$ cat src/rtl/pg2pp_pkg.sv
// Shared definitions for the pixel-FIFO to parallel-pixel read controller:
// FSM state encoding and default video timing constants.
package pg2pp_pkg;

    typedef enum logic [1:0] {
        IDLE = 2'd0,
        FILL = 2'd1,
        RUN  = 2'd2
    } state_t;

    // 1080p-style defaults, counted in FIFO words and lines
    localparam logic [7:0]  DEF_RGB_PORT    = 8'd1;
    localparam logic [15:0] DEF_H_ACTIVE    = 16'd1920;
    localparam logic [15:0] DEF_H_BLANK     = 16'd280;
    localparam logic [15:0] DEF_HS_WIDTH    = 16'd44;
    localparam logic [15:0] DEF_V_ACTIVE    = 16'd1080;
    localparam logic [15:0] DEF_V_BLANK     = 16'd45;
    localparam logic [15:0] DEF_VS_WIDTH    = 16'd5;
    localparam logic [8:0]  DEF_FILL_THRESH = 9'd64;

endpackage

$ cat src/rtl/pg2pp_timing_gen.sv
// Horizontal/vertical word and line counters with active/sync decode.
// Counters run only while 'run' is high and are held at zero otherwise.
module pg2pp_timing_gen
    import pg2pp_pkg::*;
#(
    parameter logic [15:0] H_ACTIVE = DEF_H_ACTIVE,
    parameter logic [15:0] H_BLANK  = DEF_H_BLANK,
    parameter logic [15:0] HS_WIDTH = DEF_HS_WIDTH,
    parameter logic [15:0] V_ACTIVE = DEF_V_ACTIVE,
    parameter logic [15:0] V_BLANK  = DEF_V_BLANK,
    parameter logic [15:0] VS_WIDTH = DEF_VS_WIDTH
) (
    input  logic        rd_clk,
    input  logic        rst,
    input  logic        run,
    output logic [15:0] h_cnt,
    output logic [15:0] v_cnt,
    output logic        de_i,
    output logic        hs_i,
    output logic        vs_i,
    output logic        eof
);

    localparam logic [15:0] H_TOTAL = H_ACTIVE + H_BLANK;
    localparam logic [15:0] V_TOTAL = V_ACTIVE + V_BLANK;
    localparam logic [15:0] H_LAST  = H_TOTAL - 16'd1;
    localparam logic [15:0] V_LAST  = V_TOTAL - 16'd1;
    localparam logic [15:0] HS_END  = H_ACTIVE + HS_WIDTH;
    localparam logic [15:0] VS_END  = V_ACTIVE + VS_WIDTH;

    logic h_wrap;
    logic v_wrap;

    assign h_wrap = (h_cnt == H_LAST);
    assign v_wrap = (v_cnt == V_LAST);

    always_ff @(posedge rd_clk) begin
        if (rst || !run) begin
            h_cnt <= 16'd0;
        end else if (h_wrap) begin
            h_cnt <= 16'd0;
        end else begin
            h_cnt <= h_cnt + 16'd1;
        end
    end

    always_ff @(posedge rd_clk) begin
        if (rst || !run) begin
            v_cnt <= 16'd0;
        end else if (h_wrap) begin
            if (v_wrap) begin
                v_cnt <= 16'd0;
            end else begin
                v_cnt <= v_cnt + 16'd1;
            end
        end
    end

    // Decodes are qualified by run: the held-at-zero counters would
    // otherwise look like the first active word of a frame.
    assign de_i = run && (h_cnt < H_ACTIVE) && (v_cnt < V_ACTIVE);
    assign hs_i = run && (h_cnt >= H_ACTIVE) && (h_cnt < HS_END);
    assign vs_i = run && (v_cnt >= V_ACTIVE) && (v_cnt < VS_END);
    assign eof  = run && h_wrap && v_wrap;

endmodule

$ cat src/rtl/pg2pp_rd_ctrl.sv
// Reads pixel words from a FIFO and emits them as parallel video with
// Vs/Hs/De timing; waits for a fill level before starting each frame.
module pg2pp_rd_ctrl
    import pg2pp_pkg::*;
#(
    parameter logic [7:0]  RGB_PORT    = DEF_RGB_PORT,
    parameter logic [15:0] H_ACTIVE    = DEF_H_ACTIVE,
    parameter logic [15:0] H_BLANK     = DEF_H_BLANK,
    parameter logic [15:0] HS_WIDTH    = DEF_HS_WIDTH,
    parameter logic [15:0] V_ACTIVE    = DEF_V_ACTIVE,
    parameter logic [15:0] V_BLANK     = DEF_V_BLANK,
    parameter logic [15:0] VS_WIDTH    = DEF_VS_WIDTH,
    parameter logic [8:0]  FILL_THRESH = DEF_FILL_THRESH
) (
    input  logic                      rd_clk,
    input  logic                      rst,
    input  logic                      enable,
    input  logic [8:0]                rd_data_count,
    input  logic                      fifo_empty,
    input  logic                      fifo_valid,
    input  logic [RGB_PORT*24-1:0]    fifo_dout,
    output logic                      fifo_rd_en,
    output logic                      Vs_out,
    output logic                      Hs_out,
    output logic                      De_out,
    output logic [RGB_PORT*24-1:0]    Dout,
    output logic                      underrun,
    output logic                      frame_done,
    output state_t                    state,
    output logic [15:0]               h_cnt,
    output logic [15:0]               v_cnt
);

    // FIFO handshake: fifo_rd_en is a single-cycle read strobe issued only
    // when the FIFO is not empty; the word it requests is presented one
    // cycle later with fifo_valid high, and is only taken when both the
    // registered strobe and fifo_valid agree.

    state_t state_q;
    state_t state_d;
    logic   run;
    logic   de_i;
    logic   hs_i;
    logic   vs_i;
    logic   eof;
    logic   uf_frame;
    logic   rd_miss;
    logic   rd_issued_q;

    assign run   = (state_q == RUN);
    assign state = state_q;

    pg2pp_timing_gen #(
        .H_ACTIVE (H_ACTIVE),
        .H_BLANK  (H_BLANK),
        .HS_WIDTH (HS_WIDTH),
        .V_ACTIVE (V_ACTIVE),
        .V_BLANK  (V_BLANK),
        .VS_WIDTH (VS_WIDTH)
    ) u_timing (
        .rd_clk (rd_clk),
        .rst    (rst),
        .run    (run),
        .h_cnt  (h_cnt),
        .v_cnt  (v_cnt),
        .de_i   (de_i),
        .hs_i   (hs_i),
        .vs_i   (vs_i),
        .eof    (eof)
    );

    always_ff @(posedge rd_clk) begin
        if (rst) begin
            state_q <= IDLE;
        end else begin
            state_q <= state_d;
        end
    end

    // Once running, a frame always completes; enable and the underrun
    // history are only consulted on the last word of the frame.
    always_comb begin
        state_d = state_q;
        case (state_q)
            IDLE: begin
                if (enable) begin
                    state_d = FILL;
                end
            end
            FILL: begin
                if (!enable) begin
                    state_d = IDLE;
                end else if (rd_data_count >= FILL_THRESH) begin
                    state_d = RUN;
                end
            end
            RUN: begin
                if (eof) begin
                    if (!enable) begin
                        state_d = IDLE;
                    end else if (uf_frame) begin
                        state_d = FILL;
                    end
                end
            end
            default: state_d = IDLE;
        endcase
    end

    assign fifo_rd_en = de_i && !fifo_empty && run;
    assign rd_miss    = de_i && fifo_empty && run;

    always_ff @(posedge rd_clk) begin
        if (rst) begin
            uf_frame <= 1'b0;
        end else if (eof) begin
            uf_frame <= 1'b0;
        end else if (rd_miss) begin
            uf_frame <= 1'b1;
        end
    end

    always_ff @(posedge rd_clk) begin
        if (rst) begin
            underrun <= 1'b0;
        end else if (rd_miss) begin
            underrun <= 1'b1;
        end
    end

    // One register stage on timing lines matches the FIFO read latency.
    always_ff @(posedge rd_clk) begin
        if (rst) begin
            Vs_out      <= 1'b0;
            Hs_out      <= 1'b0;
            De_out      <= 1'b0;
            frame_done  <= 1'b0;
            rd_issued_q <= 1'b0;
        end else begin
            Vs_out      <= vs_i;
            Hs_out      <= hs_i;
            De_out      <= de_i;
            frame_done  <= eof;
            rd_issued_q <= fifo_rd_en;
        end
    end

    assign Dout = (rd_issued_q && fifo_valid) ? fifo_dout : '0;

endmodule

$ cat config.mk
export PLATFORM = sky130hd
export DESIGN_NAME = pg2pp_rd_ctrl
export DESIGN_NICKNAME = d
export VERILOG_FILES = /design/src/rtl/pg2pp_pkg.sv /design/src/rtl/pg2pp_timing_gen.sv /design/src/rtl/pg2pp_rd_ctrl.sv
export SDC_FILE = /design/constraint.sdc
export NUM_CORES = 1
export LEC_CHECK = 0
export BUFFER_PORTS_ARGS = -buffer_cell sky130_fd_sc_hd__buf_2
export CAP_MARGIN = 0
export CORE_MARGIN = 1.5
export CORE_UTILIZATION = 42
export DETAILED_ROUTE_END_ITERATION = 16
export PLACE_DENSITY = 0.87
export SYNTH_ARGS = -nofsm -noshare
export SYNTH_HDL_FRONTEND = slang
export SYNTH_SLANG_ARGS = --single-unit
export TNS_END_PERCENT = 100
$ cat constraint.sdc
create_clock -name rd_clk -period 1.9 [get_ports rd_clk]
set_input_delay 0 -clock rd_clk [delete_from_list [all_inputs] [get_ports rd_clk]]
set_output_delay 0 -clock rd_clk [all_outputs]
set_load 0.05 [all_outputs]
==> metrics.log <==
[metrics] number of nets at the end of the flow: 415
[metrics] part of the Yosys area used for sequential elements: 0.3836
[metrics] post-CTS clock slew at the launch and capture registers of the worst setup and hold paths: 0.08 ns
[metrics] half-perimeter wire length after placement: 4.531 mm
[metrics] dominant synthesized flop cell: sky130_fd_sc_hd__dfxtp_1
[metrics] final critical path time including I/O delays and setup: 2.038 ns
[metrics] die extent in x: 74.38 um
[metrics] PwrDens: 504.1 nW/um^2
[metrics] cells after synthesis: 252
[metrics] total length of routed wires: approximately 6.4 mm
[metrics] Crit. End Element: flop
[metrics] number of buffers between clock root and the deepest sink: 2
[metrics] Final Instance Area: between 3000 and 4000 sq um
[metrics] launching point of the worst reg2reg path: u_timing.h_cnt[12]
[metrics] synthesis-to-layout area growth: 46.26%
[metrics] number of H-tree levels: 2
[metrics] final std cells w/o fill: 440
[metrics] worst hold path endpoint: state[0]
[metrics] setup slack on the worst flop-to-flop path: -0.14 ns
[metrics] CP dominant cell by count: sky130_fd_sc_hd__buf_6
[metrics] post-synthesis instance area: 2140 sq um
[metrics] average routed wire per standard cell: 14.47 um
[metrics] drt first-iter violations: 156
[metrics] height of the die: 74.38 um
[metrics] setup slack of the critical path after layout: -0.1376 ns
[metrics] routability congestion estimate: 0.8731
[metrics] Min-Delay Path Depth: 4
[metrics] number of nets still failing antenna checks after routing: 0
[metrics] post-route clock skew: ~0.0094 ns
[metrics] Peak supply drop: 0.3909 mV
[metrics] cell row count: 25
[metrics] number of global-route vias before repair: 2143
[metrics] Num Clock Sinks: 41
[metrics] via count normalized by instance count: 5.286
[metrics] IO Port Bufs: between 90 and 100
[metrics] required time of the critical path: 2.08 ns
[metrics] Worst Setup Slack post-DPL: -0.1134 ns
[metrics] share of synthesized flip-flops with an asynchronous set or reset: 0
[metrics] Reg power frac: 0.547
[metrics] register bit total from synthesis: 41
[metrics] Clk network pwr share: 0.352
[metrics] post-synthesis net count: 295
[metrics] setup repair after global routing missed its margin: true
[metrics] length of the first detailed-routing pass in iterations: 4
[metrics] CP Data Arrival Time: 2.22 ns
[metrics] maximum number of pins on one net before global-route repair: 25
[metrics] worst min path class: primary input to flop
[metrics] period utilisation layout: 1.072
[metrics] clock latency reported for the late side of the worst-skew pair: ~0.3 ns
[metrics] biggest fanout along the worst timing path: 3
[metrics] relative contribution of combinational cells to total power: 0.101
[metrics] effective utilization at floorplan: 0.4442
[metrics] worst-case reg-to-reg path depth: 8
[metrics] post-detailed-placement cell area: slightly below 3000 sq um
[metrics] max-cap violations: 0
[metrics] placeable core area: approximately 4800 sq um
[metrics] num ports: between 100 and 150
[metrics] total inserted antenna cells: 0
[metrics] Max Fclk: 490.8 MHz
[metrics] Synth Warn #: 0
[metrics] routed vias: 2326
[metrics] sequence of cells on the critical path: or4_4 > buf_6 > buf_6 > nor4_4 > buf_4 > nand4_1 > xor2_1 > nor2_1
[metrics] post-layout util: 0.6496
[metrics] cell with the biggest individual delay on the critical path: sky130_fd_sc_hd__or4_4
[metrics] Num CTS Buffers: 5
[metrics] leakage power of the design: ~1.5 nW
[metrics] tightest slew margin relative to the limit: 0.5717
[metrics] internal power consumption: between 1 and 1.5 mW
[metrics] hold_sp: rd_data_count[8]
[metrics] Least-Margin Pin Slew: 0.6401 ns
[metrics] total global routing overflow: 0
[metrics] maximum single-stage delay on the critical path: 0.56 ns
[metrics] type of the setup path with the least slack: flop to flop
[metrics] root buf cell: sky130_fd_sc_hd__clkbuf_8
[metrics] GRT Util Overall: 0.2315
[metrics] die area: 5532 sq um
[metrics] Critical R2R Capture: u_timing.v_cnt[7]
[metrics] TritonCTS clock tree: done
[metrics] antenna violations before repair: 0
[metrics] number of failing hold endpoints at the final stage: 0
[metrics] first-pass GRT wire length: 9.770 mm
[metrics] Max Transition Viols Final: 0
[metrics] Mapped Avg Cell Area: 8.490 sq um
[metrics] number of enable flip-flop cells after synthesis: 0
[metrics] DR DRC count: 0
[metrics] count of cell types in the netlist: 42
[metrics] violations in the final reports: negative setup slack
[metrics] Sw Share: 0.2587
[metrics] Setup Viol. Count Final: 33
[metrics] Switching Power: 0.4081 mW
[metrics] crit path launch type: flop
[metrics] outcome: finished with violations
[metrics] fraction of final layout cells with drive strength greater than 1: 0.4692
[metrics] placed cells: between 400 and 500
[routing by layer]
| layer | track usage | vias to the layer above | routed length, um |
|---|---|---|---|
| met5 | 0 | - | 0 |
| met4 | 0.08687 | 0 | 155 |
| met3 | 0.05285 | 17 | 464 |
| met2 | 0.4028 | 105 | 3080 |
| met1 | 0.2783 | 1082 | 2665 |
| li1 | - | 1122 | - |
[cells by family (layout without fill, tap and decap cells)]
group,Yosys count,after routing,share of synthesized area
and+or+nand+nor,143,143,0.3749
DFF,41,41,0.3836
xor gates and xnor gates,27,27,0.1105
buffers and inverters,19,140,0.03918
AOI/OAI and AO/OA,17,17,0.06258
adders and majority gates,5,5,0.02924
[worst max path at each step]
stage	startpoint	slack (ns)	to	cells past startpoint
final	u_timing.h_cnt[12]	-0.14	u_timing.v_cnt[7]	8
after global routing	u_timing.h_cnt[12]	-0.24	u_timing.v_cnt[6]	8
after CTS	u_timing.h_cnt[12]	-0.13	u_timing.v_cnt[7]	8
after detailed placement	u_timing.h_cnt[3]	-0.11	u_timing.v_cnt[11]	6
after global placement	u_timing.h_cnt[3]	-0.03	u_timing.v_cnt[11]	6
after floorplan	u_timing.h_cnt[14]	-0.10	u_timing.v_cnt[4]	5
[synthesized netlist by cell type, types with 4 or more instances]
master,number,share of area
sky130_fd_sc_hd__xor2_1,19,0.078
sky130_fd_sc_hd__nand3_1,16,0.037
sky130_fd_sc_hd__dfxtp_1,41,0.38
sky130_fd_sc_hd__nand2_1,12,0.021
sky130_fd_sc_hd__nor3_1,5,0.012
sky130_fd_sc_hd__and3_1,31,0.091
sky130_fd_sc_hd__ha_1,5,0.029
sky130_fd_sc_hd__o21ai_0,4,0.0094
sky130_fd_sc_hd__xnor2_1,8,0.033
sky130_fd_sc_hd__inv_1,10,0.018
sky130_fd_sc_hd__nor2_1,46,0.081
sky130_fd_sc_hd__nand4_1,10,0.029
sky130_fd_sc_hd__clkbuf_1,6,0.011
[critical path: cells and delay by family (launching register included)]
kind	cells	cell delay (ns)
AND/OR/NAND/NOR	4	0.95
buffers and inverters	3	0.45
XOR/XNOR	1	0.18
flip-flops	1	0.35
[layout make-up]
type / instances / area (sq um)
Tap cell: 67 / 83.83
Clock inverter: 2 / 10.01
Inverter: 10 / 37.54
Timing Repair Buffer: 122 / 719.4
Clock buffer: 6 / 72.57
Sequential cell: 41 / 879.6
Multi-Input combinational cell: 192 / 1326
Fill cell: 404 / 1688
[cell usage in the layout, fill, tap and decap left out, types with 2 or more instances in the layout]
| master | n |
|---|---|
| sky130_fd_sc_hd__buf_2 | 94 |
| sky130_fd_sc_hd__nor2_1 | 44 |
| sky130_fd_sc_hd__and3_1 | 31 |
| sky130_fd_sc_hd__xor2_1 | 19 |
| sky130_fd_sc_hd__buf_4 | 19 |
| sky130_fd_sc_hd__dfxtp_1 | 16 |
| sky130_fd_sc_hd__dfxtp_2 | 14 |
| sky130_fd_sc_hd__nand2_1 | 11 |
| sky130_fd_sc_hd__nand3_1 | 11 |
| sky130_fd_sc_hd__dfxtp_4 | 11 |
| sky130_fd_sc_hd__inv_1 | 10 |
| sky130_fd_sc_hd__nand4_1 | 10 |
| sky130_fd_sc_hd__xnor2_1 | 8 |
| sky130_fd_sc_hd__nand3_2 | 5 |
| sky130_fd_sc_hd__ha_1 | 5 |
| sky130_fd_sc_hd__clkbuf_8 | 5 |
| sky130_fd_sc_hd__buf_6 | 5 |
| sky130_fd_sc_hd__nor3_1 | 4 |
| sky130_fd_sc_hd__o21ai_0 | 4 |
| sky130_fd_sc_hd__nor4_1 | 3 |
| sky130_fd_sc_hd__dlygate4sd3_1 | 3 |
| sky130_fd_sc_hd__and2_1 | 2 |
| sky130_fd_sc_hd__nor2_2 | 2 |
| sky130_fd_sc_hd__or4b_4 | 2 |
| sky130_fd_sc_hd__nor4_4 | 2 |
| sky130_fd_sc_hd__nor2b_1 | 2 |
| sky130_fd_sc_hd__o2111ai_1 | 2 |
| sky130_fd_sc_hd__o21a_1 | 2 |
| sky130_fd_sc_hd__a21oi_1 | 2 |
| sky130_fd_sc_hd__clkinv_2 | 2 |
[state kept, by name, summed over array words and instances (netlist names)]
signal and cells:
rd_issued_q 1, u_timing.h_cnt 16, Vs_out 1, Hs_out 1, state 2, uf_frame 1
u_timing.v_cnt 16, frame_done 1, De_out 1, underrun 1
[stage by stage]
stage                     setup TNS, ns  hold WS (ns)  power [mW]
after floorplan                 -0.4712       0.07238      0.9659
after global placement          -0.1004        0.2153       1.025
after detailed placement        -0.7992        0.2158       1.029
after CTS                        -2.255       0.04550       1.587
after global routing             -5.071       0.05737       1.644
final                            -2.796       0.04851       1.577
[power groups by stage]
stage	Sequential, mW	Clock, mW	Combinational (mW)
after floorplan	0.906	0	0.0599
final	0.863	0.555	0.159
after global placement	0.883	0	0.142
after global routing	0.865	0.609	0.170
after CTS	0.863	0.565	0.159
after detailed placement	0.884	0	0.145
[what timing repair did]
action	4_1_cts	5_1_grt
hold buffers	3	0
resized for setup	13	4
setup endpoints to repair	19	34
buffers inserted	1	5
hold endpoints to repair	4	0
pin swaps	4	6
(Power assumes the default switching activity.)
